--- src/rtl/ram_port_arbiter_pkg.sv ---
// Shared types, state constants and default parameters for the RAM port arbiter.
package ram_port_arbiter_pkg;

  localparam int ADDR_W_DEF  = 9;
  localparam int DATA_W_DEF  = 32;
  localparam int RAM_LAT_DEF = 1;

  // FSM state encoding kept as plain constants for legacy tools.
  typedef logic [1:0] arb_state_t;
  localparam arb_state_t ST_IDLE   = 2'd0;
  localparam arb_state_t ST_ACCESS = 2'd1;
  localparam arb_state_t ST_WAIT   = 2'd2;
  localparam arb_state_t ST_RESP   = 2'd3;

  typedef enum logic {
    OWN_CPU = 1'b0,
    OWN_LD  = 1'b1
  } owner_t;

  // WAIT counter width: wide enough to hold RAM_LAT-1, never narrower than 1 bit.
  function automatic int wait_cnt_w(input int lat);
    if (lat > 1) begin
      return $clog2(lat);
    end else begin
      return 1;
    end
  endfunction

endpackage

--- src/rtl/ram_port_arbiter_rr_arb2.sv ---
// Two-way round-robin picker. The most recent owner loses a tie; the history
// register only moves when the caller actually grants the pick.
module rr_arb2
  import ram_port_arbiter_pkg::*;
(
  input  logic   clk,
  input  logic   rst,
  input  logic   req_a,
  input  logic   req_b,
  input  logic   update,
  output logic   pick_valid,
  output owner_t pick
);

  owner_t last_owner_r;

  // Choose an owner from the eligible requests and the previous winner.
  always_comb begin
    pick_valid = req_a | req_b;
    pick       = OWN_CPU;
    if (req_a && req_b) begin
      if (last_owner_r == OWN_LD) begin
        pick = OWN_CPU;
      end else begin
        pick = OWN_LD;
      end
    end else if (req_b) begin
      pick = OWN_LD;
    end else begin
      pick = OWN_CPU;
    end
  end

  // Remember the last granted owner; reset favours the CPU on the first tie.
  always_ff @(posedge clk or negedge rst) begin
    if (!rst) begin
      last_owner_r <= OWN_LD;
    end else if (update) begin
      last_owner_r <= pick;
    end else begin
      last_owner_r <= last_owner_r;
    end
  end

endmodule

--- src/rtl/ram_port_arbiter.sv ---
// Shares one synchronous single-port RAM between the CPU memory path and the
// loader/debug port, one transaction at a time. All outputs are registered.
module ram_port_arbiter
  import ram_port_arbiter_pkg::*;
#(
  parameter int ADDR_W  = ADDR_W_DEF,
  parameter int DATA_W  = DATA_W_DEF,
  parameter int RAM_LAT = RAM_LAT_DEF
) (
  input  logic              clk,
  input  logic              rst,
  input  logic              cpu_req,
  input  logic              cpu_we,
  input  logic [ADDR_W-1:0] cpu_addr,
  input  logic [DATA_W-1:0] cpu_wdata,
  output logic              cpu_gnt,
  output logic              cpu_rvalid,
  input  logic              ld_req,
  input  logic              ld_we,
  input  logic [ADDR_W-1:0] ld_addr,
  input  logic [DATA_W-1:0] ld_wdata,
  input  logic              ld_lock,
  output logic              ld_gnt,
  output logic              ld_rvalid,
  output logic [DATA_W-1:0] rdata,
  output logic              busy,
  output logic [ADDR_W-1:0] ram_addr,
  output logic [DATA_W-1:0] ram_data,
  output logic              ram_wren,
  input  logic [DATA_W-1:0] ram_q
);

  localparam int               CNT_W     = wait_cnt_w(RAM_LAT);
  localparam logic [CNT_W-1:0] LAST_WAIT = CNT_W'(RAM_LAT - 1);
  localparam logic [CNT_W-1:0] CNT_ONE   = CNT_W'(1);

  arb_state_t       state_r;
  owner_t           owner_r;
  logic             we_r;
  logic [CNT_W-1:0] wait_cnt_r;

  logic   cpu_elig;
  logic   grant_en;
  logic   pick_valid;
  owner_t pick_owner;

  // The lock only masks new CPU grants; a CPU transaction already past IDLE finishes.
  assign cpu_elig = cpu_req & ~ld_lock;
  assign grant_en = (state_r == ST_IDLE) & pick_valid;

  rr_arb2 u_rr_arb2 (
    .clk        (clk),
    .rst        (rst),
    .req_a      (cpu_elig),
    .req_b      (ld_req),
    .update     (grant_en),
    .pick_valid (pick_valid),
    .pick       (pick_owner)
  );

  // Transaction sequencer: accept, drive RAM for one cycle, wait out latency, respond.
  always_ff @(posedge clk or negedge rst) begin
    if (!rst) begin
      state_r    <= ST_IDLE;
      owner_r    <= OWN_CPU;
      we_r       <= 1'b0;
      wait_cnt_r <= {CNT_W{1'b0}};
      cpu_gnt    <= 1'b0;
      cpu_rvalid <= 1'b0;
      ld_gnt     <= 1'b0;
      ld_rvalid  <= 1'b0;
      rdata      <= {DATA_W{1'b0}};
      busy       <= 1'b0;
      ram_addr   <= {ADDR_W{1'b0}};
      ram_data   <= {DATA_W{1'b0}};
      ram_wren   <= 1'b0;
    end else begin
      cpu_gnt    <= 1'b0;
      ld_gnt     <= 1'b0;
      cpu_rvalid <= 1'b0;
      ld_rvalid  <= 1'b0;
      ram_wren   <= 1'b0;
      case (state_r)
        ST_IDLE: begin
          if (grant_en) begin
            state_r <= ST_ACCESS;
            busy    <= 1'b1;
            owner_r <= pick_owner;
            if (pick_owner == OWN_CPU) begin
              ram_addr <= cpu_addr;
              ram_data <= cpu_wdata;
              ram_wren <= cpu_we;
              we_r     <= cpu_we;
              cpu_gnt  <= 1'b1;
            end else begin
              ram_addr <= ld_addr;
              ram_data <= ld_wdata;
              ram_wren <= ld_we;
              we_r     <= ld_we;
              ld_gnt   <= 1'b1;
            end
          end
        end
        ST_ACCESS: begin
          // The RAM samples address/data/wren at the edge that leaves ACCESS.
          if (we_r) begin
            state_r <= ST_IDLE;
            busy    <= 1'b0;
          end else begin
            state_r    <= ST_WAIT;
            wait_cnt_r <= {CNT_W{1'b0}};
          end
        end
        ST_WAIT: begin
          if (wait_cnt_r == LAST_WAIT) begin
            rdata   <= ram_q;
            state_r <= ST_RESP;
            if (owner_r == OWN_CPU) begin
              cpu_rvalid <= 1'b1;
            end else begin
              ld_rvalid <= 1'b1;
            end
          end else begin
            wait_cnt_r <= wait_cnt_r + CNT_ONE;
          end
        end
        ST_RESP: begin
          state_r <= ST_IDLE;
          busy    <= 1'b0;
        end
        default: begin
          state_r <= ST_IDLE;
          busy    <= 1'b0;
        end
      endcase
    end
  end

endmodule
--- config.mk ---
export PLATFORM = sky130hd
export DESIGN_NAME = ram_port_arbiter
export DESIGN_NICKNAME = d
export VERILOG_FILES = /design/src/rtl/ram_port_arbiter_pkg.sv /design/src/rtl/ram_port_arbiter_rr_arb2.sv /design/src/rtl/ram_port_arbiter.sv
export SDC_FILE = /design/constraint.sdc
export NUM_CORES = 1
export LEC_CHECK = 0
export ABC_CLOCK_PERIOD_IN_PS = 2930
export BUFFER_PORTS_ARGS = -buffer_cell sky130_fd_sc_hd__buf_2
export CORE_ASPECT_RATIO = 0.6
export CORE_UTILIZATION = 47
export DETAILED_ROUTE_END_ITERATION = 16
export GPL_ROUTABILITY_DRIVEN = 0
export HOLD_SLACK_MARGIN = 0.1
export PLACE_DENSITY_LB_ADDON = 0.12
export SYNTH_ARGS = -nofsm -noshare
export SYNTH_HDL_FRONTEND = slang
export SYNTH_HIERARCHICAL = 1
export SYNTH_SLANG_ARGS = --single-unit
export TNS_END_PERCENT = 20
--- constraint.sdc ---
create_clock -name clk -period 2.93 [get_ports clk]
set_clock_uncertainty 0.1 [all_clocks]
set_input_delay 0.1465 -clock clk [delete_from_list [all_inputs] [get_ports clk]]
set_output_delay 0.1465 -clock clk [all_outputs]
set_load 0.02 [all_outputs]
==> impl_metrics.csv, run 1 <==
group,metric,value,unit
logic_synthesis,yosysTopAreaCellShare,59.4,%
clock_tree,cts-hold-fix-buffers,117,
floorplan,die_h,68.8,um
clock_tree,cts_root_buf,"clkbuf_16",
logic_synthesis,yosys.area.top_type,"dfrtp_1",
floorplan,ios,200,
clock_tree,cts_buffers,9,
clock_tree,cts_sinks,84,
clock_tree,htreeDepth,3,
place,hpwl,5880,um
clock_tree,cts_buffer_depth,2,
logic_synthesis,synth_area_per_cell,12.5,um^2
logic_synthesis,synthCells,280,
logic_synthesis,ys_seq_area_share,60.1,%
logic_synthesis,synth_area_leaders,"dfrtp_1, mux2i_1, mux2_2",
logic_synthesis,synthesis.area,0.00350,mm^2
clock_tree,ctsResizeCount,0,
run_status,firstError,"[ERROR RSZ-0060] Max buffer count reached.",
floorplan,die_x,113,um
logic_synthesis,ys_types,24,
clock_tree,cts_setup_buffers,0,
run_status,last-stage-reached,"4_1_cts",
logic_synthesis,synth-seq-cells,84,
run_status,status,"stopped before the end",
logic_synthesis,syn_nets,401,
place,port-buffer-count,199,
floorplan,rows,23,
floorplan,initial_utilization,50.4,%
logic_synthesis,yosysWarnings,6,
==> cell families after synthesis <==
kind of cell / count (synthesis) / share of synthesized area [%]
AO/OA/AOI/OAI: 47 / 7.19
buffers and inverters: 21 / 3.68
flip-flops: 84 / 60.1
multiplexers: 75 / 22.7
AND/OR/NAND/NOR: 53 / 6.26
==> through the flow <==
stage / hold slack (ps) / worst slack (ps) / area (um^2) / util [%] / std cells
after global placement: 278 / 892 / 4540 / 65.5 / 565
after detailed placement: 282 / 822 / 4540 / 65.5 / 565
after floorplan: -249 / 1420 / 3500 / - / 280
==> synthesized netlist by cell type <==
master / n
dfrtp_1: 83
mux2i_1: 42
nand2_1: 42
o21ai_1: 39
mux2_2: 32
buf_2: 10
buf_6: 5
nor2_1: 4
clkbuf_1: 3
inv_1: 3
o21ai_0: 3
a21o_1: 2
a21boi_2: 1
a2bb2oi_1: 1
and2_1: 1
and3_1: 1
dfstp_2: 1
mux2_4: 1
nand2b_1: 1
nor2_2: 1
nor2b_1: 1
o22ai_1: 1
or2_1: 1
or3b_1: 1
==> run 2: changes to the inputs <==
Settings changed: CORE_ASPECT_RATIO 0.6 to default, CORE_UTILIZATION 47 to 35, HOLD_SLACK_MARGIN 0.1 to default, PLACE_DENSITY_LB_ADDON 0.12 to 0.15.
==> run 2 against run 1 <==
- synthesized area is the same
- the flow now finishes without violations
- synthesized cell count is the same
==> impl_metrics.csv, run 2 <==
group,metric,value,unit
logic_synthesis,yosysWarnings,6,
detailed_routing,route.met2.wl,4670,um
grt,grt_pass1_vias,3202,
grt,grt_max_degree,85,
clock_tree,cts_root_buf,"clkbuf_8",
detailed_routing,drtIter0Drc,49,
sta,max-slew-margin-rel,31.3,%
logic_synthesis,yosys.area_share.adder,0,%
floorplan,ios,200,
worst_setup_path,crit_fanout,16,
worst_setup_path,start_kind,"flip-flop",
hold_path,hp-class,"in2reg",
logic_synthesis,async_reset_ff_share,100,%
place,port-buffer-count,199,
clock_tree,clk_latency,340,ps
floorplan,initial_utilization,36.0,%
worst_setup_path,critPathRequiredTime,3030,ps
logic_synthesis,synth_area_leaders,"dfrtp_1, mux2i_1, mux2_2",
logic_synthesis,ys_seq_area_share,60.1,%
clock_tree,cts_buffer_depth,2,
detailed_routing,drt-total-wl,9360,um
power_and_ir_drop,p_per_area,912,mW/mm^2
sta,rsz0062_at_grt,"no",
clock_tree,cts_setup_buffers,0,
logic_synthesis,synth_mux_area_share,22.7,%
detailed_routing,drc,0,
logic_synthesis,synthCells,280,
sta,fin_crit_sh,80.8,%
grt,grt_pass1_wl,14600,um
logic_synthesis,synth_edf_count,0,
finish,n_antenna_cell,0,
logic_synthesis,synth_compound_area_share,7.19,%
detailed_routing,wl_met1,3790,um
finish,area_delta_synth_final,69.6,%
worst_setup_path,arrival,2470,ps
logic_synthesis,synthesis.area,0.00350,mm^2
sta,slew_viol_final,0,
finish,fillCellCount,827,
sta,clock.fmax,423,MHz
detailed_routing,wire_per_inst,12.9,um
logic_synthesis,yosys.area.top_type,"dfrtp_1",
power_and_ir_drop,max-vdd-ir-drop,0.375,mV
finish,final_cell_mix,"buf_2, dlygate4sd3_1, dfrtp_1, mux2i_1, nand2_1",
worst_setup_path,path_class,"reg2reg",
logic_synthesis,yosysMostFrequentCell,"dfrtp_1",
detailed_routing,top_layer,"met4",
finish,final_core_util,61.0,%
sta,finalSetupTns,0,ps
clock_tree,clkSlewWorstSetupHoldPaths,80,ps
power_and_ir_drop,leakage,0.00303,uW
grt,antenna_found_initial,0,
sta,tightest_slew,1030,ps
sta,setup_violations,0,
clock_tree,htreeDepth,3,
finish,drive_gt1_share,43.3,%
logic_synthesis,yosysTopAreaCellShare,59.4,%
clock_tree,ctsResizeCount,0,
logic_synthesis,synth-simple-area-share,6.26,%
grt,gr-total-overflow,0,
finish,nNetsFinal,708,
worst_setup_path,end_kind,"flip-flop",
clock_tree,cts_buffers,9,
run_status,status,"complete, no violations",
logic_synthesis,synth_area_per_cell,12.5,um^2
logic_synthesis,synth-seq-cells,84,
sta,layout_min_cycle_time,2370,ps
logic_synthesis,yosys-top-cells-count,"dfrtp_1, mux2i_1, nand2_1",
grt,grt_usage,18.4,%
logic_synthesis,ys_types,24,
flow_run,max_cap_viol_count,0,
finish,largestRegisters,"ram_data x32, rdata x32, ram_addr x9",
detailed_routing,ant_nets,0,
clock_tree,cts_tree,"built",
clock_tree,cts-hold-fix-buffers,109,
detailed_routing,vias,3227,
detailed_routing,via_per_inst,4.46,
detailed_routing,dr.pass1.iters,4,
floorplan,die_h,102,um
logic_synthesis,synth-xor-area-share,0,%
floorplan,die_area,0.0104,mm^2
detailed_routing,wl_met3,605,um
logic_synthesis,syn_nets,401,
finish,final_common_cell,"buf_2",
clock_tree,cts_sinks,84,
place,hpwl,5530,um
floorplan,rows,36,
floorplan,core-area,0.00973,mm^2
floorplan,die_x,102,um
sta,hold_viol,0,
logic_synthesis,synth_top_family_by_area,"multiplexers",
logic_synthesis,ys.flop_type,"dfrtp_1",
## run 2: cell counts after synthesis
No cell type changed its count.
## run 2: cell type report
class                      count  area (um^2)  area share, %
timing repair buffer         314         2160           36.4
multi-input combinational    175         1280           21.5
inverter                       3         11.3          0.190
tap                          133          166           2.81
sequential                    84         2100           35.5
clock inverter                 6         88.8           1.50
clock buffer                   9          124           2.09
## run 2: where the power goes
part | internal (uW) | total (uW) | switching [uW]
logic | 1070 | 2520 | 1450
clock network | 477 | 885 | 408
registers | 1730 | 2000 | 277
## run 2: cell families after synthesis
group	after synthesis
flops	84
mux	75
simple gates	53
compound gates	47
buf+inv	21
## run 2: metrics by stage
step           total power, uW  worst slack (ps)  hold WS, ps  cell area (um^2)  instances
2_1_floorplan             3610              1420         -249              3500        280
3_3_place_gp              4360               865          279              4620        599
3_5_place_dp              4410               831          282              4620        599
4_1_cts                   5460               593       0.0888              5920        723
5_1_grt                   5810               448         3.25              5930        724
6_report                  5410               563         17.4              5930        724
## run 2: path summary, 6_finish.rpt
check,startpoint,to,slack [ps],cells past startpoint
setup / recovery,u_rr_arb2/last_owner_r,ram_addr[3],560,5
max in group asynchronous,rst,ram_addr[6],1630,2
setup reg to reg,u_rr_arb2/last_owner_r,ram_addr[3],560,5
hold / removal,ld_wdata[2],ram_data[2],20,3
hold reg to reg,owner_r,cpu_rvalid,370,1
min in group asynchronous,rst,ram_data[16],450,2
## run 2: layer usage
layer  GRT usage (%)  vias up
met5               0        -
met4            7.91        0
met3            5.13       24
met2            32.3      135
met1            20.9     1494
li1                -     1574
## run 2: worst max-delay path, stage by stage, from the launching register on
cell           delay, ps
dfstp_2              390
a21boi_4             630
buf_12               240
mux2i_1              220
dlygate4sd3_1        590
o21ai_1               60
No activity file was read; power rests on OpenSTA's default activity.
